**src/rtl/blockram_access_arbiter.sv**
```systemverilog
// ----------------------------------------------------------------------------
// blockram_access_arbiter
//
// Shares one dual-port blockram among NUM_REQUESTER clients. Writes and reads
// are arbitrated independently, each by its own round-robin pointer, so one
// write and one read can be granted in the same cycle (on different clients).
// The owner of each granted read is remembered for one cycle so the blockram's
// registered read data can be steered back to the right client.
//
// Ports (N clients, W entry bits, A address bits, M mask bits; client i owns
// slice i of every flattened request bus):
//   clk_in, reset_in                 clock, synchronous active-high reset
//   request_valid_in/_write_in [N]   pending request, 1 = write / 0 = read
//   request_addr_in       [N*A]      set address
//   request_write_en_in   [N*M]      byte write mask
//   request_data_in       [N*W]      write data
//   request_ack_out       [N]        same-cycle grant (write grant | read grant)
//   response_valid_out    [N]        one-hot owner of the read data this cycle
//   response_data_out     [W]        read data (from blockram, unregistered)
//   response_hit_out                 blockram read valid, passed through
//   write_port_*_out                 blockram write port
//   read_port_*_out / read_port_*_in blockram read port
// ----------------------------------------------------------------------------
module blockram_access_arbiter #(
    parameter int NUM_REQUESTER              = 4,
    parameter int SINGLE_ENTRY_WIDTH_IN_BITS = 64,
    parameter int NUM_SET                    = 64,
    parameter int SET_PTR_WIDTH_IN_BITS      = $clog2(NUM_SET),
    parameter int BYTE_LEN_IN_BITS           = 8,
    parameter int WRITE_MASK_LEN             = SINGLE_ENTRY_WIDTH_IN_BITS / BYTE_LEN_IN_BITS
) (
    input  logic                                                clk_in,
    input  logic                                                reset_in,
    input  logic [NUM_REQUESTER-1:0]                            request_valid_in,
    input  logic [NUM_REQUESTER-1:0]                            request_write_in,
    input  logic [NUM_REQUESTER*SET_PTR_WIDTH_IN_BITS-1:0]      request_addr_in,
    input  logic [NUM_REQUESTER*WRITE_MASK_LEN-1:0]             request_write_en_in,
    input  logic [NUM_REQUESTER*SINGLE_ENTRY_WIDTH_IN_BITS-1:0] request_data_in,
    output logic [NUM_REQUESTER-1:0]                            request_ack_out,
    output logic [NUM_REQUESTER-1:0]                            response_valid_out,
    output logic [SINGLE_ENTRY_WIDTH_IN_BITS-1:0]               response_data_out,
    output logic                                                response_hit_out,
    output logic                                                write_port_access_en_out,
    output logic [WRITE_MASK_LEN-1:0]                           write_port_write_en_out,
    output logic [SET_PTR_WIDTH_IN_BITS-1:0]                    write_port_access_set_addr_out,
    output logic [SINGLE_ENTRY_WIDTH_IN_BITS-1:0]               write_port_data_out,
    output logic                                                read_port_access_en_out,
    output logic [SET_PTR_WIDTH_IN_BITS-1:0]                    read_port_access_set_addr_out,
    input  logic [SINGLE_ENTRY_WIDTH_IN_BITS-1:0]               read_port_data_in,
    input  logic                                                read_port_valid_in
);

    localparam int N     = NUM_REQUESTER;
    localparam int W     = SINGLE_ENTRY_WIDTH_IN_BITS;
    localparam int A     = SET_PTR_WIDTH_IN_BITS;
    localparam int M     = WRITE_MASK_LEN;
    localparam int PTR_W = (N > 1) ? $clog2(N) : 1;

    // Per-client views of the flattened request buses.
    logic [N-1:0][A-1:0] req_addr;
    logic [N-1:0][M-1:0] req_mask;
    logic [N-1:0][W-1:0] req_data;

    assign req_addr = request_addr_in;
    assign req_mask = request_write_en_in;
    assign req_data = request_data_in;

    // Returns {found, index} of the first set candidate at or after ptr,
    // wrapping past N-1. Scanning from the far end lets the closest
    // candidate overwrite the result last, so no early exit is needed.
    function automatic logic [PTR_W:0] rr_select(input logic [N-1:0]     cand,
                                                 input logic [PTR_W-1:0] ptr);
        logic [PTR_W:0] res;
        int             idx;
        res = '0;
        for (int k = N - 1; k >= 0; k--) begin
            idx = (int'(ptr) + k) % N;
            if (cand[PTR_W'(idx)]) res = {1'b1, PTR_W'(idx)};
        end
        return res;
    endfunction

    function automatic logic [PTR_W-1:0] ptr_inc(input logic [PTR_W-1:0] idx);
        return (int'(idx) == N - 1) ? '0 : idx + 1'b1;
    endfunction

    // ------------------------------------------------------------------
    // State
    // ------------------------------------------------------------------
    logic [PTR_W-1:0] wr_ptr_q, wr_ptr_d;
    logic [PTR_W-1:0] rd_ptr_q, rd_ptr_d;
    logic             resp_pending_q, resp_pending_d;
    logic [N-1:0]     resp_owner_q, resp_owner_d;

    // ------------------------------------------------------------------
    // Arbitration (combinational, zero-cycle ack)
    // ------------------------------------------------------------------
    logic [N-1:0]     wr_cand, rd_cand;
    logic [PTR_W:0]   wr_sel, rd_sel;
    logic             wr_gnt_vld, rd_gnt_vld;
    logic [PTR_W-1:0] wr_idx, rd_idx;
    logic [N-1:0]     wr_gnt, rd_gnt;

    assign wr_cand = request_valid_in & request_write_in;
    assign rd_cand = request_valid_in & ~request_write_in;

    assign wr_sel = rr_select(wr_cand, wr_ptr_q);
    assign rd_sel = rr_select(rd_cand, rd_ptr_q);

    // Grants are suppressed while reset is held so nothing reaches the RAM.
    assign wr_gnt_vld = wr_sel[PTR_W] & ~reset_in;
    assign rd_gnt_vld = rd_sel[PTR_W] & ~reset_in;
    assign wr_idx     = wr_sel[PTR_W-1:0];
    assign rd_idx     = rd_sel[PTR_W-1:0];

    assign wr_gnt = wr_gnt_vld ? (N'(1) << wr_idx) : '0;
    assign rd_gnt = rd_gnt_vld ? (N'(1) << rd_idx) : '0;

    assign request_ack_out = wr_gnt | rd_gnt;

    // ------------------------------------------------------------------
    // Blockram ports, driven straight from the granted slice
    // ------------------------------------------------------------------
    assign write_port_access_en_out       = wr_gnt_vld;
    assign write_port_write_en_out        = wr_gnt_vld ? req_mask[wr_idx] : '0;
    assign write_port_access_set_addr_out = wr_gnt_vld ? req_addr[wr_idx] : '0;
    assign write_port_data_out            = wr_gnt_vld ? req_data[wr_idx] : '0;

    assign read_port_access_en_out        = rd_gnt_vld;
    assign read_port_access_set_addr_out  = rd_gnt_vld ? req_addr[rd_idx] : '0;

    // ------------------------------------------------------------------
    // Next state
    // ------------------------------------------------------------------
    always_comb begin
        wr_ptr_d       = wr_gnt_vld ? ptr_inc(wr_idx) : wr_ptr_q;
        rd_ptr_d       = rd_gnt_vld ? ptr_inc(rd_idx) : rd_ptr_q;
        resp_pending_d = rd_gnt_vld;
        // Owner only matters while pending; keep it otherwise.
        resp_owner_d   = rd_gnt_vld ? rd_gnt : resp_owner_q;
    end

    always_ff @(posedge clk_in) begin
        if (reset_in) begin
            wr_ptr_q       <= '0;
            rd_ptr_q       <= '0;
            resp_pending_q <= 1'b0;
            resp_owner_q   <= '0;
        end else begin
            wr_ptr_q       <= wr_ptr_d;
            rd_ptr_q       <= rd_ptr_d;
            resp_pending_q <= resp_pending_d;
            resp_owner_q   <= resp_owner_d;
        end
    end

    // ------------------------------------------------------------------
    // Response: RAM output is already one cycle behind the read grant,
    // so data and hit pass through; only the owner is registered.
    // ------------------------------------------------------------------
    assign response_valid_out = (resp_pending_q && !reset_in) ? resp_owner_q : '0;
    assign response_data_out  = read_port_data_in;
    assign response_hit_out   = read_port_valid_in;

endmodule

```
**config.mk**
```make
export PLATFORM = sky130hd
export DESIGN_NAME = blockram_access_arbiter
export DESIGN_NICKNAME = d
export VERILOG_FILES = /design/src/rtl/blockram_access_arbiter.sv
export SDC_FILE = /design/constraint.sdc
export NUM_CORES = 1
export LEC_CHECK = 0
export CAP_MARGIN = 20
export CORE_AREA = 2 2 212 214
export CTS_CLUSTER_DIAMETER = 150
export DETAILED_ROUTE_END_ITERATION = 6
export DIE_AREA = 0 0 214 216
export HOLD_SLACK_MARGIN = 0.05
export SYNTH_ARGS = -nofsm -noshare
export SYNTH_HDL_FRONTEND = slang
export SYNTH_SLANG_ARGS = --single-unit
export TNS_END_PERCENT = 50
```
**constraint.sdc**
```tcl
create_clock -name clk_in -period 4.2 [get_ports clk_in]
set_input_delay 0.63 -clock clk_in [delete_from_list [all_inputs] [get_ports clk_in]]
set_output_delay 0.63 -clock clk_in [all_outputs]
set_load 0.05 [all_outputs]
```
== Word level (Yosys, flattened, before mapping) ==
Cells that the tools add are included.

* Flip-flop bits (word level): 9
* Input port bits: 387
* Output and inout bits: 159
* Logic and storage cells: 84

* Add/subtract/negate cells: 8
* $lt $le $gt $ge: 10
* Equal/unequal tests: 2
* Shift operators: 2
* Multiplexer cells: 49
* Bitwise logic cells: 7
* Reduce and logical (&&, ||, !) cells: 2

{| class="wikitable"
|+ Operator list
! operator !! count
|-
| binary-select mux 64 bit (select 2 bit) || 1
|-
| 2-to-1 mux 64 bit || 2
|-
| < comparator 2 x 4 -> 1 bit (second input constant) || 8
|-
| binary-select mux 6 bit (select 2 bit) || 2
|-
| 2-to-1 mux 3 bit || 8
|-
| 2-to-1 mux 6 bit || 4
|-
| binary-select mux 1 bit (select 2 bit) || 8
|-
| binary-select mux 8 bit (select 2 bit) || 1
|-
| 2-to-1 mux 1 bit || 16
|-
| 2-to-1 mux 8 bit || 2
|-
| 2-to-1 mux 4 bit || 3
|-
| adder 2 x 1 -> 2 bit (second input constant) || 4
|-
| adder 2 bit (second input constant) || 4
|-
| AND 4 bit || 2
|-
| << shifter 1 x 2 -> 4 bit (first input constant) || 2
|-
| < comparator 2 x 3 -> 1 bit (second input constant) || 2
|-
| == test 2 x 1 -> 1 bit (second input constant) || 2
|-
| 2-to-1 mux 2 bit || 2
|-
| NOT 4 bit || 1
|-
| bitwise OR 4 bit || 1
|-
| AND 1 bit || 2
|-
| logical AND 1 bit || 1
|-
| zero test 1 bit || 1
|-
| NOT 1 bit || 1
|}

== Longest topological paths before layout ==
Gate-level depths: netlist of the first run.

* Depth in word-level cells: 12
* Mapped depth: 9
* Gate-level depth less buffers: 6

== Least setup slack after synthesis of the first run ==
No wires, ideal clock.

* Kind: input-to-output
* Start: input request_valid_in[3]
* End: output write_port_data_out[42]
* Data arrival time: 2,525 ps
* Data required time: 3,570 ps
* Slack: 1,045 ps
* Cell stages on the path: 6
* Buffers on the path: 1
* Cell sequence: nand2_1 -> nand4_1 -> and2b_1 -> nand2_2 -> clkbuf_1 -> o22ai_1

* Elaborated cells between the ends (all ways): 21
* Those cells by class: mux: 19; bitwise: 2

{| class="wikitable"
|+ RTL lines
! item !! line !! RTL
|-
| from (decl) || 34 || <nowiki>input logic [NUM_REQUESTER-1:0] request_valid_in,</nowiki>
|-
| AND 4 bit * || 104 || <nowiki>assign wr_cand = request_valid_in & request_write_in;</nowiki>
|-
| binary-select mux 1 bit (select 2 bit) || 78 || <nowiki>if (cand[PTR_W'(idx)]) res = {1'b1, PTR_W'(idx)};</nowiki>
|-
| 2-to-1 mux 1 bit (not written as such) (2 in a row) || 78 ||
|-
| 2-to-1 mux 3 bit (3 in a row) || 78 ||
|-
| 2-to-1 mux 3 bit * || 78 ||
|-
| AND 1 bit * || 111 || <nowiki>assign wr_gnt_vld = wr_sel[PTR_W] & ~reset_in;</nowiki>
|-
| via write_port_access_en_out || 43 || <nowiki>output logic write_port_access_en_out,</nowiki>
|-
| 2-to-1 mux 64 bit * || 127 || <nowiki>assign write_port_data_out = wr_gnt_vld ? req_data[wr_idx] : '0;</nowiki>
|-
| to (decl) || 46 || <nowiki>output logic [SINGLE_ENTRY_WIDTH_IN_BITS-1:0] write_port_data_out,</nowiki>
|}

The timed path passes the listed nets; every way through them passes the cells marked *. The select of a mux whose other input is x is not followed.

== Worst setup path in the final report of the first run ==
* Start: input request_valid_in[0]
* End: output write_port_data_out[33]

* Word-level cells in the longest chain between the ends: 11
* Elaborated cells between the ends (all ways): 21
* Those cells by class: mux: 19; bitwise: 2

{| class="wikitable"
|+ Ends and longest elaborated chain
! item !! line
|-
| AND 4 bit * || 104
|-
| binary-select mux 1 bit (select 2 bit) || 78
|-
| 2-to-1 mux 1 bit (not written as such) (2 in a row) || 78
|-
| 2-to-1 mux 3 bit (3 in a row) || 78
|-
| 2-to-1 mux 3 bit * || 78
|-
| binary-select mux 64 bit (select 2 bit) || 127
|-
| 2-to-1 mux 64 bit (not written as such) || 127
|-
| 2-to-1 mux 64 bit * || 127
|}

Every way passes the cells marked *; elsewhere a longest branch is shown, timed or not. The select of a mux whose other input is x is not followed.

==> results of run 1 <==
[registers in the layout (all words and copies together), names as in the netlist]
name and count:
resp_owner_q 4, resp_pending_q 1, rd_ptr_q 2, wr_ptr_q 2
[area by class of cell]
cell class / count / area share
clock buffers: 4 / 0.008819
well taps: 592 / 0.08287
multi-input cells: 328 / 0.3099
inverters: 1 / 0.0004199
flip-flops and latches: 9 / 0.02016
repair buffers: 439 / 0.5778
[synthesized netlist by cell type, drive strengths merged]
cell type | count | share of area
nand2 | 13 | 0.015
o211ai | 1 | 0.0020
nand4 | 1 | 0.0017
o21ai | 4 | 0.0055
dfxtp | 9 | 0.049
a32o | 1 | 0.0027
o221a | 1 | 0.0031
o22a | 3 | 0.0072
and2b | 2 | 0.0041
nor3 | 2 | 0.0027
o221ai | 1 | 0.0024
a211oi | 2 | 0.0041
nor3b | 1 | 0.0020
nor4 | 1 | 0.0034
ha | 1 | 0.0034
a21oi | 9 | 0.012
o22ai | 88 | 0.17
nand2b | 7 | 0.012
a31oi | 1 | 0.0017
a311o | 1 | 0.0027
nor2 | 6 | 0.0061
buf | 96 | 0.19
and3b | 1 | 0.0024
mux2i | 169 | 0.46
inv | 1 | 0.0010
a22oi | 2 | 0.0078
and2 | 5 | 0.0085
clkbuf | 9 | 0.0092
nor2b | 5 | 0.0085
[layer usage]
| metal | vias to the layer above | track usage | share of wire |
|---|---|---|---|
| met5 | - | 0 | 0.00052 |
| met4 | 2 | 0.03403 | 0.034 |
| met3 | 58 | 0.03157 | 0.094 |
| met2 | 347 | 0.1794 | 0.50 |
| met1 | 2202 | 0.1107 | 0.37 |
| li1 | 2310 | - | - |
[worst paths after layout]
check / start / to / slack (ns) / cells past startpoint
setup / recovery: request_valid_in[0] / write_port_data_out[33] / 0.35 / 9
hold / removal: resp_owner_q[1] / resp_owner_q[1] / 0.46 / 2
setup reg to reg: rd_ptr_q[0] / rd_ptr_q[1] / 2.34 / 6
hold reg to reg: resp_owner_q[1] / resp_owner_q[1] / 0.46 / 2
[cell usage in the layout (no fill, tap or decap), drive strengths merged, types with 2 or more instances in the layout]
master	count
o21ai	4
clkdlybuf4s50	327
nand2b	7
and2b	2
a21oi	9
o22ai	88
nor3	2
nand2	13
nor2	6
dfxtp	9
o22a	3
mux2i	169
buf	112
and2	5
a22oi	2
nor2b	5
a211oi	2
clkbuf	4
[worst max-delay path, stage by stage]
cell	delay [ns]
clkdlybuf4s50_1	0.50
a32o_1	0.31
a21oi_1	0.19
o22a_4	0.33
buf_12	0.28
buf_4	0.33
mux2i_1	0.29
o22ai_2	0.14
buf_12	0.17
[stage by stage]
step | utilization | cell area [um^2] | setup slack [ns] | cells | hold slack (ns)
after floorplan | - | 3667 | 1.045 | 443 | 0.4317
after global placement | 0.2021 | 8860 | 0.4373 | 1369 | 0.4475
after detailed placement | 0.2021 | 8860 | 0.3475 | 1369 | 0.4562
after CTS | 0.2039 | 8939 | 0.3341 | 1373 | 0.4655
after global routing | 0.2039 | 8939 | 0.2125 | 1373 | 0.4898
final | 0.2039 | 8939 | 0.3544 | 1373 | 0.4605
[logic make-up after synthesis]
kind of cell	count (synthesis)
AOI/OAI and AO/OA	114
adders and majority gates	1
buffers and inverters	106
DFF	9
muxes	169
and+or+nand+nor	44
[power by group through the flow]
stage	clock network [W]	logic, W	registers (W)
after floorplan	0	0.000959	0.000101
after global placement	0	0.00166	0.000106
after detailed placement	0	0.00167	0.000107
after CTS	0.000168	0.00168	0.000106
after global routing	0.000174	0.00173	0.000107
final	0.000167	0.00166	0.000106
==> results.md, run 1 <==
* Drt drc at 0
* Die span in y at 216 um
* Leak pwr at 3.256 nW
* Post-Synth Simple-Gate Area at 0.06619
* Internal at 0.001058 W
* Min cycle time layout at 3.846 ns
* Postcts setup bufs at 0
* Total gr overflow at 0
* Layout cells sized above 1 at 0.1703
* Worst setup path class: in2out
* Max Slew Vio Count at 0
* Status: finished clean
* RePlAce Congestion at 0.9357
* Fin crit share at 0.9156
* I/O Pins at 546
* Total GRT Usage at 0.09987
* Max VDD drop at 98.01 uV
* H-tree Lvls at 1
* Largest net degree at the start of global routing at 53
* WP data required at 3.57 ns
* Maximum clock frequency at 0.2600 GHz
* Vias/cell at 3.583
* Adder-cell area share of the yosys netlist at 0.003412
* Final-stage net count at 1170
* Mapped Cells at 443
* Main combinational cell family by area after synthesis: multiplexers
* Core box area at 43840 um^2
* FF+latch count, synth at 9
* Mapped Area at 3667 um^2
* Worst-Margin Slew at 0.7848 ns
* Post-route antenna net violation count at 0
* Critical path capture point type: primary output
* N_diodes at 0
* Pwr Total at 0.001931 W
* Worst setup SP type: primary input
* Post-synthesis sequential area ratio at 0.04913
* Area taken by multi-input logic gates at 2770 um^2
* Num rows at 77
* Area Overhead vs Synth at 143.7%
* Power Density at 216.0 nW/um^2
* TritonCTS Buffers at 3
* Register area at 180.2 um^2
* Detailed placement HPWL at 21.88 mm
* Switching portion of total power at 0.4520
* Gate power share at 0.858
* First-pass GRT wire length at 34.77 mm
* Vias after detailed routing at 4919
* Mapped Avg Cell Area at 8.278 um^2
* Clock Path Buffers at 2
* Xor/xnor cell area share of the yosys netlist at 0
* Final WL at 24.83 mm
* Worst-Skew Late Latency at 0.23 ns
* Worst-path clk slew at 0.04 ns
* # port buffers at 415
* Post-synthesis mux area share at 0.4613
* Slew margin rel. at 0.4724
* Fill cell count at 4833
* Setup-failing EPs final at 0
* YS warnings at 0
* Max Cap Viol at 0
* Setup_tns at 0 ns
* CTS root buf: clkbuf_16
* Iter 0 DRT Violations at 195
* RSZ-0062 raised after global routing: false
* Initial antenna violation count at 1
* Flop pwr share at 0.055
* TritonCTS clock tree: done
* Clk pwr share at 0.087
* Total net switching power at 0.0008726 W
* Number of global-route vias before repair at 5136
* Crit path DAT at 3.22 ns
* Initial Util at 0.08366
* Crit Path Max Fanout at 29
* Initial DRT Pass Iterations at 4
* Worst Hold Class: reg2reg
* Cts hold-fix bufs at 0
* Clock tree sinks at 9
* Synth Area in Compound Gates at 0.2187
* Syn Nets at 831
* Avg WL per Cell at 18.08 um
* Synth unique cells at 35
* Final hold violations at 0
* Die Wd at 214 um
* Post-cts sizing count at 0
* DIE AREA at 46220 um^2
* Worst Skew at 0.003208 ns
Power figures use the tool's default switching activity.
==> run 2, diff against run 1 <==
--- a/config.mk
+++ b/config.mk
@@ -6,11 +6,12 @@
 export NUM_CORES = 1
 export LEC_CHECK = 0
 export CAP_MARGIN = 20
-export CORE_AREA = 2 2 212 214
+export CORE_AREA = 10 10 202 204
 export CTS_CLUSTER_DIAMETER = 150
 export DETAILED_ROUTE_END_ITERATION = 6
-export DIE_AREA = 0 0 214 216
+export DIE_AREA = 0 0 212 214
 export HOLD_SLACK_MARGIN = 0.05
+export SLEW_MARGIN = 25
 export SYNTH_ARGS = -nofsm -noshare
 export SYNTH_HDL_FRONTEND = slang
 export SYNTH_SLANG_ARGS = --single-unit
==> results.md, run 2 (same netlist as run 1, synthesis figures left out) <==
* Final WL at 27.71 mm (was 24.83 mm)
* TritonCTS Buffers at 3 (unchanged)
* Die Wd at 212 um (was 214 um)
* Vias/cell at 3.844 (was 3.583)
* Hold_sp: resp_owner_q[0] (was resp_owner_q[1])
* Total GRT Usage at 0.1123 (was 0.09987)
* Sequence of cells on the critical path: clkdlybuf4s50_1 > a32o_1 > a21oi_1 > o22a_4 > buf_12 > mux2i_1 > o22ai_1 > buf_12 (was clkdlybuf4s50_1 > a32o_1 > a21oi_1 > o22a_4 > buf_12 > buf_4 > mux2i_1 > o22ai_2 > buf_12)
* Worst setup path class: in2out (unchanged)
* Post-cts sizing count at 0 (unchanged)
* CP Launch Point: request_valid_in[0] (unchanged)
* DIE AREA at 45370 um^2 (was 46220 um^2)
* Initial DRT Pass Iterations at 4 (unchanged)
* Fin crit share at 0.9129 (was 0.9156)
* Post-route antenna net violation count at 0 (unchanged)
* Power Density at 219.8 nW/um^2 (was 216.0 nW/um^2)
* CP most frequent cell: buf_12 (unchanged)
* Initial antenna violation count at 0 (was 1)
* FF-to-FF Start: rd_ptr_q[0] (unchanged)
* Detailed placement HPWL at 25.02 mm (was 21.88 mm)
* Commonest non-fill, non-tap cell in the layout: clkdlybuf4s50_1 (unchanged)
* H-tree Lvls at 1 (unchanged)
* Top flop regs: resp_owner_q (4), rd_ptr_q (2), wr_ptr_q (2) (unchanged)
* Postcts setup bufs at 0 (unchanged)
* CTS root buf: clkbuf_16 (unchanged)
* Layout cells sized above 1 at 0.1649 (was 0.1703)
* Setup_tns at 0 ns (unchanged)
* Slew margin rel. at 0.5119 (was 0.4724)
* Largest net degree at the start of global routing at 44 (was 53)
* Crit-path slowest cell: mux2i_1 (was clkdlybuf4s50_1)
* Min cycle time layout at 3.834 ns (was 3.846 ns)
* Final core occ at 0.2356 (was 0.2039)
* Max VDD drop at 97.54 uV (was 98.01 uV)
* Cts hold-fix bufs at 0 (unchanged)
* Maximum clock frequency at 0.2608 GHz (was 0.2600 GHz)
* Final-stage net count at 1165 (was 1170)
* WHS at 0.4542 ns (was 0.4605 ns)
* Reg with most FFs: resp_owner_q (unchanged)
* Setup-failing EPs final at 0 (unchanged)
* Worst-path clk slew at 0.04 ns (about the same)
* Pwr Total at 0.001918 W (was 0.001931 W)
* Inst Count DP at 1246 (was 1369)
* Num rows at 71 (was 77)
* Die span in y at 214 um (was 216 um)
* Worst-Margin Slew at 0.7261 ns (was 0.7848 ns)
* Worst Skew at 0.002814 ns (was 0.003208 ns)
* Critical path capture point type: primary output (unchanged)
* Avg WL per Cell at 22.17 um (was 18.08 um)
* Total gr overflow at 0 (unchanged)
* Core box area at 37040 um^2 (was 43840 um^2)
* Worst Hold Class: reg2reg (unchanged)
* Final hold violations at 0 (unchanged)
* # port buffers at 415 (unchanged)
* Max FFs per register at 4 (unchanged)
* Clock tree sinks at 9 (unchanged)
* Crit path DAT at 3.20 ns (was 3.22 ns)
* WP data required at 3.57 ns (about the same)
* Crit Path Max Fanout at 37 (was 29)
* RePlAce Congestion at 0.8293 (was 0.9357)
* First-pass GRT wire length at 37.84 mm (was 34.77 mm)
* TritonCTS clock tree: done (unchanged)
* Non-Filler Instances at 1250 (was 1373)
* Critical Path Max Stage Delay at 0.62 ns (was 0.50 ns)
* Worst setup SP type: primary input (unchanged)
* RSZ-0062 raised after global routing: false (unchanged)
* Status: finished clean (unchanged)
* Number of global-route vias before repair at 5196 (was 5136)
* Leak pwr at 3.221 nW (was 3.256 nW)
* Clock Path Buffers at 2 (unchanged)
* Commonest cells after routing, fill and taps aside: clkdlybuf4s50_1, mux2i_1, buf_12, o22ai_1, buf_4 (unchanged)
* Area Overhead vs Synth at 138.0% (was 143.7%)
* I/O Pins at 546 (unchanged)
* Fill cell count at 4028 (was 4833)
* Vias after detailed routing at 4805 (was 4919)
* Max Cap Viol at 0 (unchanged)
* N_diodes at 0 (unchanged)
* Initial Util at 0.09900 (was 0.08366)
* Worst-Skew Late Latency at 0.23 ns (about the same)
* Max Slew Vio Count at 0 (unchanged)
* Drt drc at 0 (unchanged)
* Iter 0 DRT Violations at 226 (was 195)
==> run 2: cell type report <==
cell class	count	area (um^2)	share of cell area
well taps	474	593.1	0.06795
clock buffers	4	78.83	0.009031
flip-flops and latches	9	180.2	0.02064
multi-input cells	328	2770	0.3174
inverters	1	3.754	0.0004300
repair buffers	434	5102	0.5846
==> run 2: through the flow <==
| step | cell area [um^2] | worst slack [ns] |
|---|---|---|
| finish | 8728 | 0.3659 |
| global route | 8728 | 0.1782 |
| CTS | 8728 | 0.1880 |
| detailed placement | 8650 | 0.1974 |
| global placement | 8650 | 0.1806 |
| floorplan | 3667 | 1.045 |
==> run 2: power breakdown <==
part	switching (W)	internal, W
combinational	0.000824	0.000825
clock	0.0000379	0.000127
sequential	0.0000101	0.0000953
total	0.000872	0.00105
==> run 2: final timing paths <==
kind,to,slack [ns],cells after the start
hold reg to reg,resp_owner_q[0],0.45,2
setup reg to reg,rd_ptr_q[1],2.38,6
hold / removal,resp_owner_q[0],0.45,2
setup / recovery,write_port_data_out[59],0.37,8
==> run 2: critical path, delay by kind of cell <==
family	cells	cell delay, ns
buffers and inverters	3	0.96
AOI/OAI and AO/OA	4	0.93
muxes	1	0.62
==> run 2: layer usage <==
layer / global-route usage / share of wire / vias to the layer above
met4: 0.03309 / 0.028 / 0
met2: 0.1994 / 0.50 / 304
met3: 0.04151 / 0.10 / 34
li1: - / - / 2298
met5: 0.003333 / 0 / -
met1: 0.1205 / 0.37 / 2169
==> run 3, diff against run 2 <==
--- a/config.mk
+++ b/config.mk
@@ -6,10 +6,10 @@
 export NUM_CORES = 1
 export LEC_CHECK = 0
 export CAP_MARGIN = 20
-export CORE_AREA = 10 10 202 204
+export CORE_AREA = 2 2 212 214
 export CTS_CLUSTER_DIAMETER = 150
 export DETAILED_ROUTE_END_ITERATION = 6
-export DIE_AREA = 0 0 212 214
+export DIE_AREA = 0 0 214 216
 export HOLD_SLACK_MARGIN = 0.05
 export SLEW_MARGIN = 25
 export SYNTH_ARGS = -nofsm -noshare
==> results of run 3 <==
Final layout, timing and power as in run 1 (identical DEF).
